### src/rtl/vga_timing_pkg.sv
// Shared VGA timing definitions: decoder state encoding and the 640x480@72 raster constants.
package vga_timing_pkg;

   typedef enum logic [1:0] {
      SEARCH = 2'd0,
      TRAIN  = 2'd1,
      LOCKED = 2'd2
   } state_t;

   localparam int unsigned H_FP     = 24;
   localparam int unsigned H_PULSE  = 40;
   localparam int unsigned H_BP     = 128;
   localparam int unsigned H_ACTIVE = 640;
   localparam int unsigned H_TOTAL  = 832;
   localparam int unsigned V_FP     = 9;
   localparam int unsigned V_PULSE  = 3;
   localparam int unsigned V_BP     = 28;
   localparam int unsigned V_ACTIVE = 480;
   localparam int unsigned V_TOTAL  = 520;

   // hpos restarts two cycles after the raw hsync fall (input flop + fall detect)
   localparam int unsigned H_OFFSET_DEF = H_PULSE + H_BP - 2;
   localparam int unsigned V_OFFSET_DEF = V_PULSE + V_BP;

endpackage

### src/rtl/sync_edge_meter.sv
// Two-flop sync edge detector with a low-phase width counter; width latches on the rising edge.
module sync_edge_meter #(
   parameter int unsigned CW = 10
) (
   input  logic          clk,
   input  logic          rst_n,
   input  logic          i_sync,
   output logic          o_fall,
   output logic [CW-1:0] o_width
);

   logic          r_d1;
   logic          r_d2;
   logic [CW-1:0] r_low;
   logic [CW-1:0] r_width;
   logic          w_rise;

   assign w_rise  = ~r_d2 & r_d1;
   assign o_fall  = r_d2 & ~r_d1;
   assign o_width = r_width;

   always_ff @(posedge clk or negedge rst_n) begin
      if (!rst_n) begin
         r_d1    <= 1'b0;
         r_d2    <= 1'b0;
         r_low   <= '0;
         r_width <= '0;
      end else begin
         r_d1 <= i_sync;
         r_d2 <= r_d1;
         if (w_rise) begin
            r_width <= r_low;
            r_low   <= '0;
         end else if (!r_d1 && (r_low != '1)) begin
            r_low <= r_low + 1'b1;
         end
      end
   end

endmodule

### src/rtl/vga_sync_decoder.sv
// Recovers raster position from active-low hsync/vsync, measures line/frame timing and
// locks once LOCK_FRAMES consecutive frames repeat with stable line length and height.
module vga_sync_decoder
   import vga_timing_pkg::*;
#(
   parameter int unsigned CW          = 10,
   parameter int unsigned H_OFFSET    = H_OFFSET_DEF,
   parameter int unsigned V_OFFSET    = V_OFFSET_DEF,
   parameter int unsigned ACTIVE_W    = H_ACTIVE,
   parameter int unsigned ACTIVE_H    = V_ACTIVE,
   parameter int unsigned LOCK_FRAMES = 2
) (
   input  logic          px_clk,
   input  logic          reset_n,
   input  logic          hsync,
   input  logic          vsync,
   output logic [CW-1:0] x_px,
   output logic [CW-1:0] y_px,
   output logic          activevideo,
   output logic          locked,
   output logic          lock_lost,
   output logic [CW-1:0] line_len,
   output logic [CW-1:0] hsync_width,
   output logic [CW-1:0] frame_lines
);

   localparam logic [CW-1:0] LP_MAX  = '1;
   localparam logic [CW-1:0] LP_HOFF = CW'(H_OFFSET);
   localparam logic [CW-1:0] LP_HEND = CW'(H_OFFSET + ACTIVE_W);
   localparam logic [CW-1:0] LP_VOFF = CW'(V_OFFSET);
   localparam logic [CW-1:0] LP_VEND = CW'(V_OFFSET + ACTIVE_H);
   localparam logic [CW-1:0] LP_LOCK = CW'(LOCK_FRAMES);

   logic          w_h_fall;
   logic [CW-1:0] w_hs_width;
   logic          r_vs_d1, r_vs_d2, w_v_fall;
   logic [CW-1:0] r_hpos, r_vpos, r_line_len, r_frame_lines;
   logic [CW-1:0] r_match_cnt, w_match_nxt;
   logic          r_v_pend, r_ll_valid, r_fl_valid, r_frame_ok, w_ok_nxt;
   state_t        r_state, w_state_nxt;
   logic          w_hpos_sat, w_vpos_sat, w_frame_start, w_line_mm;
   logic          w_fl_same, w_ok_now, w_clr_valid;
   logic [CW-1:0] w_ll_new, w_fl_new;
   logic [CW-1:0] r_x, r_y;
   logic          r_av, r_lock_lost;

   sync_edge_meter #(.CW(CW)) u_hs_meter (
      .clk     (px_clk),
      .rst_n   (reset_n),
      .i_sync  (hsync),
      .o_fall  (w_h_fall),
      .o_width (w_hs_width)
   );

   assign w_v_fall      = r_vs_d2 & ~r_vs_d1;
   assign w_hpos_sat    = (r_hpos == LP_MAX);
   assign w_vpos_sat    = (r_vpos == LP_MAX);
   assign w_frame_start = w_h_fall & (r_v_pend | w_v_fall);
   assign w_ll_new      = r_hpos + 1'b1;
   assign w_fl_new      = r_vpos + 1'b1;
   assign w_line_mm     = w_h_fall & r_ll_valid & (w_ll_new != r_line_len);
   assign w_fl_same     = (w_fl_new == r_frame_lines);
   assign w_ok_now      = r_frame_ok & ~w_line_mm;
   assign w_clr_valid   = (w_state_nxt != r_state) && (w_state_nxt != LOCKED);

   always_comb begin
      w_state_nxt = r_state;
      w_match_nxt = r_match_cnt;
      w_ok_nxt    = r_frame_ok;
      case (r_state)
         SEARCH: begin
            if (!w_hpos_sat && w_frame_start) begin
               w_state_nxt = TRAIN;
               w_match_nxt = '0;
               w_ok_nxt    = 1'b1;
            end
         end
         TRAIN: begin
            if (w_hpos_sat) begin
               w_state_nxt = SEARCH;
            end else begin
               if (w_line_mm) w_ok_nxt = 1'b0;
               // a mismatching line in the closing frame still disqualifies it
               if (w_frame_start) begin
                  if (r_fl_valid && w_ok_now && w_fl_same) w_match_nxt = r_match_cnt + 1'b1;
                  else                                      w_match_nxt = '0;
                  w_ok_nxt = 1'b1;
                  if (w_match_nxt == LP_LOCK) w_state_nxt = LOCKED;
               end
            end
         end
         LOCKED: begin
            if (w_hpos_sat || w_vpos_sat || w_line_mm ||
                (w_frame_start && r_fl_valid && !w_fl_same))
               w_state_nxt = SEARCH;
         end
         default: w_state_nxt = SEARCH;
      endcase
   end

   always_ff @(posedge px_clk or negedge reset_n) begin
      if (!reset_n) begin
         r_vs_d1       <= 1'b0;
         r_vs_d2       <= 1'b0;
         r_hpos        <= '0;
         r_vpos        <= '0;
         r_v_pend      <= 1'b0;
         r_line_len    <= '0;
         r_frame_lines <= '0;
         r_ll_valid    <= 1'b0;
         r_fl_valid    <= 1'b0;
         r_state       <= SEARCH;
         r_match_cnt   <= '0;
         r_frame_ok    <= 1'b0;
         r_x           <= '0;
         r_y           <= '0;
         r_av          <= 1'b0;
         r_lock_lost   <= 1'b0;
      end else begin
         r_vs_d1 <= vsync;
         r_vs_d2 <= r_vs_d1;

         if (w_h_fall)         r_hpos <= '0;
         else if (!w_hpos_sat) r_hpos <= r_hpos + 1'b1;

         if (w_frame_start) begin
            r_vpos        <= '0;
            r_v_pend      <= 1'b0;
            r_frame_lines <= w_fl_new;
         end else begin
            if (w_v_fall) r_v_pend <= 1'b1;
            if (w_h_fall && !w_vpos_sat) r_vpos <= r_vpos + 1'b1;
         end

         if (w_h_fall) r_line_len <= w_ll_new;

         if (w_clr_valid) begin
            r_ll_valid <= 1'b0;
            r_fl_valid <= 1'b0;
         end else begin
            if (w_h_fall)      r_ll_valid <= 1'b1;
            if (w_frame_start) r_fl_valid <= 1'b1;
         end

         r_state     <= w_state_nxt;
         r_match_cnt <= w_match_nxt;
         r_frame_ok  <= w_ok_nxt;

         r_x         <= r_hpos - LP_HOFF;
         r_y         <= r_vpos - LP_VOFF;
         r_av        <= (r_state == LOCKED) &&
                        (r_hpos >= LP_HOFF) && (r_hpos < LP_HEND) &&
                        (r_vpos >= LP_VOFF) && (r_vpos < LP_VEND);
         r_lock_lost <= (r_state == LOCKED) && (w_state_nxt == SEARCH);
      end
   end

   assign x_px        = r_x;
   assign y_px        = r_y;
   assign activevideo = r_av;
   assign locked      = (r_state == LOCKED);
   assign lock_lost   = r_lock_lost;
   assign line_len    = r_line_len;
   assign hsync_width = w_hs_width;
   assign frame_lines = r_frame_lines;

endmodule
### config.mk
export PLATFORM = sky130hd
export DESIGN_NAME = vga_sync_decoder
export DESIGN_NICKNAME = d
export VERILOG_FILES = /design/src/rtl/vga_timing_pkg.sv /design/src/rtl/sync_edge_meter.sv /design/src/rtl/vga_sync_decoder.sv
export SDC_FILE = /design/constraint.sdc
export NUM_CORES = 1
export LEC_CHECK = 0
export ABC_AREA = 1
export CAP_MARGIN = 30
export CORE_MARGIN = 2
export CORE_UTILIZATION = 56
export CTS_BUF_LIST = sky130_fd_sc_hd__clkbuf_4 sky130_fd_sc_hd__clkbuf_8
export DETAILED_ROUTE_END_ITERATION = 10
export GPL_TIMING_DRIVEN = 1
export PLACE_DENSITY = 0.85
export SLEW_MARGIN = 30
export SYNTH_ARGS = -nofsm -noshare
export SYNTH_HDL_FRONTEND = slang
export SYNTH_SLANG_ARGS = --single-unit
### constraint.sdc
create_clock -name px_clk -period 3 [get_ports px_clk]
set_input_delay 0.3 -clock px_clk [delete_from_list [all_inputs] [get_ports px_clk]]
set_output_delay 0.3 -clock px_clk [all_outputs]
set_load 0.01 [all_outputs]
== Word-level counts from Yosys, hierarchy flattened ==
Cells that the tools add are included.
W data, S select, Z words.

* Input port bits: 4
* Output and inout bits: 53
* Register bits after elaboration: 102

* Order comparisons: 4
* Bitwise logic cells: 12
* Reductions and logical operators: 30
* Equal/unequal tests: 15
* Add/sub/neg operators: 6
* Muxes and demuxes: 31

{| class="wikitable"
|+ Operators with widths
! kind !! count
|-
| $mux W10 || 13
|-
| $add A10 B1 Y10 const B || 4
|-
| $eq A10 B10 Y1 const B || 2
|-
| $pmux W10 S2 || 1
|-
| $logic_and A1 B1 Y1 || 13
|-
| $reduce_bool A2 Y1 || 6
|-
| $eq A10 B10 Y1 || 1
|-
| $eq A10 B2 Y1 const B || 1
|-
| $ge A10 B5 Y1 const B || 1
|-
| $ge A10 B8 Y1 const B || 1
|-
| $lt A10 B10 Y1 const B || 1
|-
| $lt A10 B9 Y1 const B || 1
|-
| $mux W1 || 10
|-
| $mux W2 || 5
|-
| $ne A10 B10 Y1 || 1
|-
| $ne A10 B10 Y1 const B || 1
|-
| $ne A2 B2 Y1 const B || 5
|-
| $sub A10 B5 Y10 const B || 1
|-
| $sub A10 B8 Y10 const B || 1
|-
| $reduce_and A4 Y1 || 2
|-
| $and A1 B1 Y1 || 7
|-
| $pmux W2 S3 || 1
|-
| $logic_not A1 Y1 || 4
|-
| $logic_not A2 Y1 || 2
|-
| 8 further kinds || 13
|}

== Depth between registers and ports, before layout ==
Gate-level depths: netlist (run 1).

* Depth in word-level cells: 20
* Mapped depth: 20

== Cells and area by module ==
A second synthesis (run 1) with hierarchy kept.

* Cells, all modules: 647
* Area, all modules: 5182.5 µm²

{| class="wikitable"
|+ By module, submodules not included
! module !! seq. area each (µm²) !! area each (µm²) !! instances !! cells an instance
|-
| vga_sync_decoder || 2001.9 || 4187.8 || 1 || 538
|-
| sync_edge_meter || 550.5 || 994.7 || 1 || 109
|}

== Worst setup path before layout (run 1) ==
OpenSTA, ideal clock, no wires.

* Kind: reg-to-reg
* Start point: reg r_vpos[0]
* End point: reg r_fl_valid
* Library setup time: 0.077 ns
* Path buffers: 0
* Required time: 2.923 ns
* Setup slack: 0.769 ns
* Data arrival time: 2.154 ns
* Stages on the path, launching flop included: 21
* Cells stage by stage: dfrtp_1 > ha_1 > nand2_2 > inv_1 > nand2_1 > nand2_1 > inv_2 > nor2_1 > nor2_1 > nand3_1 > nor2_4 > nand3_4 > nor2_8 > nand3_1 > nand2_1 > nor2_2 > nand2_1 > nand2_1 > nand2_1 > nand2_1 > a21oi_1

* Longest elaborated chain between the ends: 15
* Elaborated cells on any way between the ends: 24
* Those cells by class: add/sub (1); eq/ne (5); mux (10); reduce/logical (8)

{| class="wikitable"
|+ Ends and longest elaborated chain
! element !! RTL line !! source
|-
| start, declared || vga_sync_decoder.sv:37 || <nowiki>logic [CW-1:0] r_hpos, r_vpos, r_line_len, r_frame_lines;</nowiki>
|-
| start signal, assigned || vga_sync_decoder.sv:132 || <nowiki>if (w_h_fall && !w_vpos_sat) r_vpos <= r_vpos + 1'b1;</nowiki>
|-
| $add A10 B1 Y10 * || vga_sync_decoder.sv:60 || <nowiki>assign w_fl_new = r_vpos + 1'b1;</nowiki>
|-
| named net w_fl_new[4] || vga_sync_decoder.sv:43 || <nowiki>logic [CW-1:0] w_ll_new, w_fl_new;</nowiki>
|-
| $eq A10 B10 Y1 * || vga_sync_decoder.sv:62 || <nowiki>assign w_fl_same = (w_fl_new == r_frame_lines);</nowiki>
|-
| $logic_and A1 B1 Y1 || vga_sync_decoder.sv:85 || <nowiki>if (r_fl_valid && w_ok_now && w_fl_same) w_match_nxt = r_match_cnt + 1'b1;</nowiki>
|-
| $mux W10 || vga_sync_decoder.sv:85 ||
|-
| $mux W10 || vga_sync_decoder.sv:84 || <nowiki>if (w_frame_start) begin</nowiki>
|-
| $mux W10 || vga_sync_decoder.sv:79 || <nowiki>if (w_hpos_sat) begin</nowiki>
|-
| $mux W10 || vga_sync_decoder.sv:70 || <nowiki>case (r_state)</nowiki>
|-
| $eq A10 B2 Y1 || vga_sync_decoder.sv:88 || <nowiki>if (w_match_nxt == LP_LOCK) w_state_nxt = LOCKED;</nowiki>
|-
| $mux W2 || vga_sync_decoder.sv:88 ||
|-
| $mux W2 || vga_sync_decoder.sv:84 ||
|-
| $mux W2 || vga_sync_decoder.sv:79 ||
|-
| $pmux W2 S3 * || vga_sync_decoder.sv:70 ||
|-
| $ne A2 B2 Y1 || vga_sync_decoder.sv:64 || <nowiki>assign w_clr_valid = (w_state_nxt != r_state) && (w_state_nxt != LOCKED);</nowiki>
|-
| $logic_and A1 B1 Y1 * || vga_sync_decoder.sv:64 ||
|-
| $mux W1 / $reduce_bool A2 Y1 (equally long branches) || n/a ||
|-
| end signal, assigned || vga_sync_decoder.sv:111 || <nowiki>r_fl_valid <= 1'b0;</nowiki>
|-
| end signal, assigned || vga_sync_decoder.sv:139 || <nowiki>r_fl_valid <= 1'b0;</nowiki>
|-
| end signal, assigned || vga_sync_decoder.sv:142 || <nowiki>if (w_frame_start) r_fl_valid <= 1'b1;</nowiki>
|-
| end, declared || vga_sync_decoder.sv:39 || <nowiki>logic r_v_pend, r_ll_valid, r_fl_valid, r_frame_ok, w_ok_nxt;</nowiki>
|}

Mark *: on every way through the listed nets, which the timed path passes. The rest lies on a longest branch. The select of a mux whose other input is x is not followed.
A chain may end at the register's enable or synchronous reset.

== Worst setup path after layout (run 1) ==
Ends and elaborated chain as after synthesis.

==> results of run 1 <==
-- worst max-delay path: cells and delay by family, from the launching register on --
kind            cells  cell delay [ns]
flops               1             0.48
compound gates      1             0.13
buf+inv             2             0.13
simple gates       16             1.49
fa+ha+maj           1             0.28
-- metal layers --
layer | part of all wire | vias to the layer above | wire, um
met1 | 0.43 | 1951 | 4570
met4 | 0.024 | 0 | 257
met2 | 0.49 | 135 | 5140
li1 | - | 2029 | -
met3 | 0.057 | 31 | 604
met5 | 0 | - | 0
-- cells by family after synthesis --
logic type | Yosys count
and+or+nand+nor | 268
buffers and inverters | 98
DFF | 102
xor gates and xnor gates | 23
AOI/OAI and AO/OA | 94
adders and majority gates | 5
-- registers in the layout, indices dropped and copies added (netlist names) --
signal / cells
r_hpos: 10
activevideo: 1
r_vpos: 10
r_ll_valid: 1
u_hs_meter.r_d1: 1
r_state: 2
y_px: 10
r_v_pend: 1
u_hs_meter.o_width: 10
u_hs_meter.r_low: 10
r_match_cnt: 10
r_vs_d2: 1
r_vs_d1: 1
r_fl_valid: 1
line_len: 10
r_frame_ok: 1
frame_lines: 10
u_hs_meter.r_d2: 1
x_px: 10
lock_lost: 1
-- timing repair --
| item | 4_1_cts | 5_1_grt |
|---|---|---|
| setup endpoints to repair | 0 | 0 |
| endpoints found under the hold margin | 46 | 0 |
| hold buffers | 1 | 0 |
-- cell type report --
type,count,area share
timing repair buffer,61,0.104
tap,108,0.0230
clock inverter,4,0.00534
inverter,85,0.0544
clock buffer,11,0.0248
multi-input combinational,390,0.353
sequential,102,0.435
-- Yosys cell counts, drive strengths merged --
library cell / count / area, sq um
o21ai: 59 / 307
a211oi: 1 / 7.51
nand4: 6 / 43.8
o22ai: 13 / 81.3
nor4: 4 / 25.0
nor3: 6 / 35.0
a21oi: 12 / 60.1
dfrtp: 102 / 2550
xor2: 18 / 158
a2111oi: 1 / 8.76
a221oi: 2 / 17.5
inv: 85 / 319
o32ai: 1 / 8.76
a31oi: 1 / 6.26
nand3b: 7 / 52.6
a22oi: 1 / 7.51
nor2: 44 / 230
or2: 2 / 12.5
nand3: 45 / 253
nand2: 152 / 611
o2111ai: 2 / 17.5
a311oi: 1 / 8.76
clkbuf: 9 / 35.0
and3: 2 / 12.5
buf: 4 / 20.0
ha: 5 / 62.6
xnor2: 5 / 43.8
-- final timing paths --
kind,start,end,slack (ns),cells past startpoint
max in group asynchronous,reset_n,r_match_cnt[2],1.82,3
worst min-delay path,hsync,u_hs_meter.r_d1,0.36,1
worst max-delay path,r_vpos[0],r_fl_valid,0.41,20
min in group asynchronous,reset_n,u_hs_meter.o_width[3],0.47,2
worst max register to register,r_vpos[0],r_fl_valid,0.41,20
worst min register to register,r_vs_d1,r_vs_d2,0.38,0
-- report_power, final --
group / switching [W] / internal, W
Combinational: 0.000616 / 0.000488
Sequential: 0.000191 / 0.00159
Clock: 0.000468 / 0.000336
-- stage by stage --
step	utilization	cells	total power (W)	area (sq um)
finish	0.676	761	0.00369	5860
detailed placement	0.654	745	0.00291	5680
global route	0.676	761	0.00393	5860
CTS	0.676	761	0.00372	5860
global placement	0.654	745	0.00287	5680
floorplan	-	590	0.00247	5000
==> impl_metrics.ini, run 1 <==
[run_status]
status = completed

[grt]
gr-total-overflow = 0
grt_pass1_wl_mm = 18.2
top_usage_layer = met2
met2_usage = 0.360
grt_use_met1 = 0.309
track_usage = 0.229
grt.met3_usage = 0.0418
grt_max_degree = 57
grt_pass1_vias = 4055
antenna_found_initial = 0

[timing]
setup-tns-final_ns = 0
slew_headroom = 0.601
post-route-period-util = 0.865
max_freq_ghz = 0.386
rsz0062_at_grt = no
skew_ns = 0.0106
finalHoldViolations = 0
hold_ws_ns = 0.357
setup_viol = 0
drv_slew = 0
min_period_ns = 2.59
setup_ws_ns = 0.406
tightest_slew_ns = 0.599

[floorplanning]
core_sq_um = 8680
fp.dieW_um = 98.5
start_util = 0.576
die-area_sq_um = 9690
die_y_um = 98.5
rows = 34
ios = 57

[logic_synthesis]
synthSimpleGateAreaFrac = 0.255
synth_fa_ha_area_frac = 0.0125
syn_nets = 599
synth_top_family_by_area = simple AND/OR/NAND/NOR gates
synth_cell_types = 39
syn_area_sq_um = 5000
yosys_register_bits = 102
synth_area_per_cell_sq_um = 8.47
syn_inst = 590
synth_warnings = 0
ys_seq_area_frac = 0.511
synth_xor_area_frac = 0.0403
synth_compound_area_frac = 0.106
synthMuxAreaShare = 0

[clock_tree]
root_buffer = clkbuf_8
cts.sinks = 102
post_cts_buffers = 0
cts_buffer_depth = 2
cts.repair.resized = 0
cts_tree = done
worst_skew_pair.late_latency_ns = 0.37
numCtsBuffers = 9
h-tree-depth = 3
clk_pin_slew_worst_paths_ns = 0.10

[placement]
dp_hpwl_mm = 7.72
place_ws_ns = 0.425
numPortBuffers = 56
routabilityCongestion = 0.893

[finish]
drive_above_1_share = 0.0873
final_cell_mix = nand2_1, dfrtp_1, inv_1
final_common_cell = nand2_1
fin_nets = 658
multi_input_comb_area_sq_um = 2070
insertedDiodeCount = 0
fillCellCount = 701
register_area_sq_um = 2550
syn2layout_area_growth_pct = 17.4

[pwr]
leakagePower_nw = 2.73
ir_drop_mv = 0.424
p_per_area_nw_per_um2 = 630

[critical_path]
cp-start-kind = flip-flop
path_cells = ha_1 > nand2_2 > inv_1 > nand2_1 > nand2_1 > inv_2 > nor2_1 > nor2_1 > nand3_1 > nor2_4 > nand3_4 > nor2_8 > nand3_1 > nand2_1 > nor2_2 > nand2_1 > nand2_1 > nand2_1 > nand2_1 > a21oi_1
cp_slowest_cell = dfrtp_1
crit_required_ns = 3.29
crit_path_end_kind = flip-flop
critPathKind = flip-flop to flip-flop
path_max_fanout = 8
critPathMostFrequentCell = nand2_1
slowest_delay_ns = 0.48
arrival_ns = 2.88

[drt]
vias = 4146
vias_per_cell = 5.45
wl_per_cell_um = 13.9
first_iter_violations = 167
dr.pass1.iters = 5
route.detailed.drc = 0
wl_mm = 10.6
ant_nets = 0

[min_path]
hp-class = primary input to flip-flop

[job]
drv_cap = 0
Power figures use the tool's default switching activity.
==> run 2, diff against run 1 <==
- CORE_UTILIZATION: 56 -> 53
- PLACE_DENSITY: 0.85 -> 0.84
- SLEW_MARGIN: 30 -> 25
- clock period: 3 -> 2.36 ns (I/O delays scaled with it)
==> run 2 against run 1 <==
  * The flow now finishes with violations (setup timing)
  * Count of clock-buffer cells in the layout down 1
  * Non-clock buffer count grew 16
  * Critical path depth is 5 lower
  * Combinational power rose by 66%
  * Clock skew grew 0.0023 ns
  * Power up 42%
  * Final cell count up 2.8%
  * Global-route usage fell by 0.34 points
  * Sequential power is 28% higher
  * Critical path type unchanged
  * Final area up 7.3%
==> impl_metrics.ini, run 2 (synthesized netlist as in run 1, its figures left out) <==
[run_status]
status = finished with violations
violations = setup timing

[pwr]
ir_drop_mv = 0.519
leakagePower_nw = 2.86
p_per_area_nw_per_um2 = 834

[finish]
multi_input_comb_area_sq_um = 2340
final_cell_mix = nand2_1, dfrtp_1, inv_1
final_cells = 782
drive_above_1_share = 0.176
syn2layout_area_growth_pct = 25.9
fin_nets = 675
final_common_cell = nand2_1
final_util = 0.684
register_area_sq_um = 2550
insertedDiodeCount = 0
fillCellCount = 684

[drt]
dr.pass1.iters = 5
first_iter_violations = 220
vias = 4365
wl_mm = 11.7
ant_nets = 0
wl_per_cell_um = 15.0
route.detailed.drc = 0
vias_per_cell = 5.58

[timing]
setup_ws_ns = -0.0947
finalHoldViolations = 0
rsz0062_at_grt = yes
min_period_ns = 2.45
tightest_slew_ns = 0.610
setup_viol = 2
setup-tns-final_ns = -0.185
max_freq_ghz = 0.407
slew_headroom = 0.593
drv_slew = 0
skew_ns = 0.0130
post-route-period-util = 1.04

[floorplanning]
core_sq_um = 9200
rows = 35
ios = 57
die-area_sq_um = 10200
start_util = 0.543
die_y_um = 101
fp.dieW_um = 101

[placement]
numPortBuffers = 56
dpl.cell_count = 757
dp_hpwl_mm = 7.55
routabilityCongestion = 0.994

[grt]
grt_max_degree = 56
gr-total-overflow = 0
grt_pass1_wl_mm = 18.3
antenna_found_initial = 0
grt_pass1_vias = 4150
track_usage = 0.225

[critical_path]
critPathKind = flip-flop to flip-flop
arrival_ns = 2.77
cp-start-kind = flip-flop
crit_path_end_kind = flip-flop
path_max_fanout = 5
crit_required_ns = 2.67

[clock_tree]
cts_tree = done
clk_pin_slew_worst_paths_ns = 0.11
numCtsBuffers = 9
cts_buffer_depth = 2
worst_skew_pair.late_latency_ns = 0.38
cts.sinks = 102
root_buffer = clkbuf_8
h-tree-depth = 3

[job]
drv_cap = 0

[min_path]
hp-class = primary input to flip-flop
-- run 2: cell types whose count changed in the layout (fill, tap and decap cells not counted), sizes merged --
| cell | previous run | this run |
|---|---|---|
| nand2 | 152 | 153 |
| inv | 87 | 86 |
| clkbuf | 11 | 10 |
| buf | 5 | 21 |
| bufinv | 0 | 1 |
| clkinvlp | 0 | 1 |
| clkinv | 2 | 3 |
-- run 2: path summary, 6_finish.rpt --
path,slack (ns),end,cells after the start,from
worst max-delay path,-0.09,r_fl_valid,15,r_hpos[2]
worst max register to register,-0.09,r_fl_valid,15,r_hpos[2]
worst min-delay path,0.28,u_hs_meter.r_d1,1,hsync
worst min register to register,0.39,r_vs_d2,0,r_vs_d1
max in group asynchronous,1.26,frame_lines[2],3,reset_n
min in group asynchronous,0.40,u_hs_meter.o_width[3],2,reset_n
-- run 2: power by group --
part | switching [W] | internal (W) | total, W
clock | 0.000633 | 0.000512 | 0.00114
sequential | 0.000242 | 0.00203 | 0.00227
combinational | 0.000982 | 0.000849 | 0.00183
total | 0.00186 | 0.00339 | 0.00524
-- run 2: metrics by stage --
step	setup WS [ns]	hold WS [ns]	instance area [sq um]	power (W)
detailed placement	-0.109	0.283	5750	0.00376
global placement	0.0382	0.278	5750	0.00370
finish	-0.0947	0.277	6290	0.00524
floorplan	0.129	-0.0596	5000	0.00314
CTS	0.00347	0.272	6100	0.00505
global route	-0.263	0.280	6290	0.00555
-- run 2: worst max-delay path, cell delays in order, from the launching register on --
cell and delay, ns:
dfrtp_1 0.44, ha_4 0.18, nand3_2 0.12, nor2_4 0.22, nand3_1 0.15, nand3b_1 0.14, nand2_1 0.08, nor2_2 0.14
nand3_4 0.10, nand2_4 0.15, o2111ai_4 0.15, nor2_1 0.17, nand2_1 0.08, nand2_2 0.09, inv_2 0.05, a21oi_2 0.11
-- run 2: timing repair --
item | in CTS | in global routing
gates cloned | 1 | 0
hold endpoints to repair | 47 | 0
buffers inserted | 3 | 4
hold buffers | 1 | 0
pin swaps | 13 | 26
endpoints found under the setup margin | 4 | 17
gates resized for setup | 25 | 36
-- run 2: final cells by class --
cell class                      instances  area share
Sequential cell                       102       0.406
Clock inverter                          6      0.0113
Multi-Input combinational cell        391       0.372
Timing Repair Buffer                   77       0.117
Inverter                               85      0.0507
Clock buffer                           10      0.0209
Tap cell                              111      0.0221
-- run 2: metal layers --
metal | wire [um] | vias up | GRT usage
met5 | 0 | - | 0
met4 | 325 | 0 | 0.121
met3 | 704 | 40 | 0.0368
met2 | 5910 | 199 | 0.365
met1 | 4780 | 2058 | 0.290
li1 | - | 2068 | -
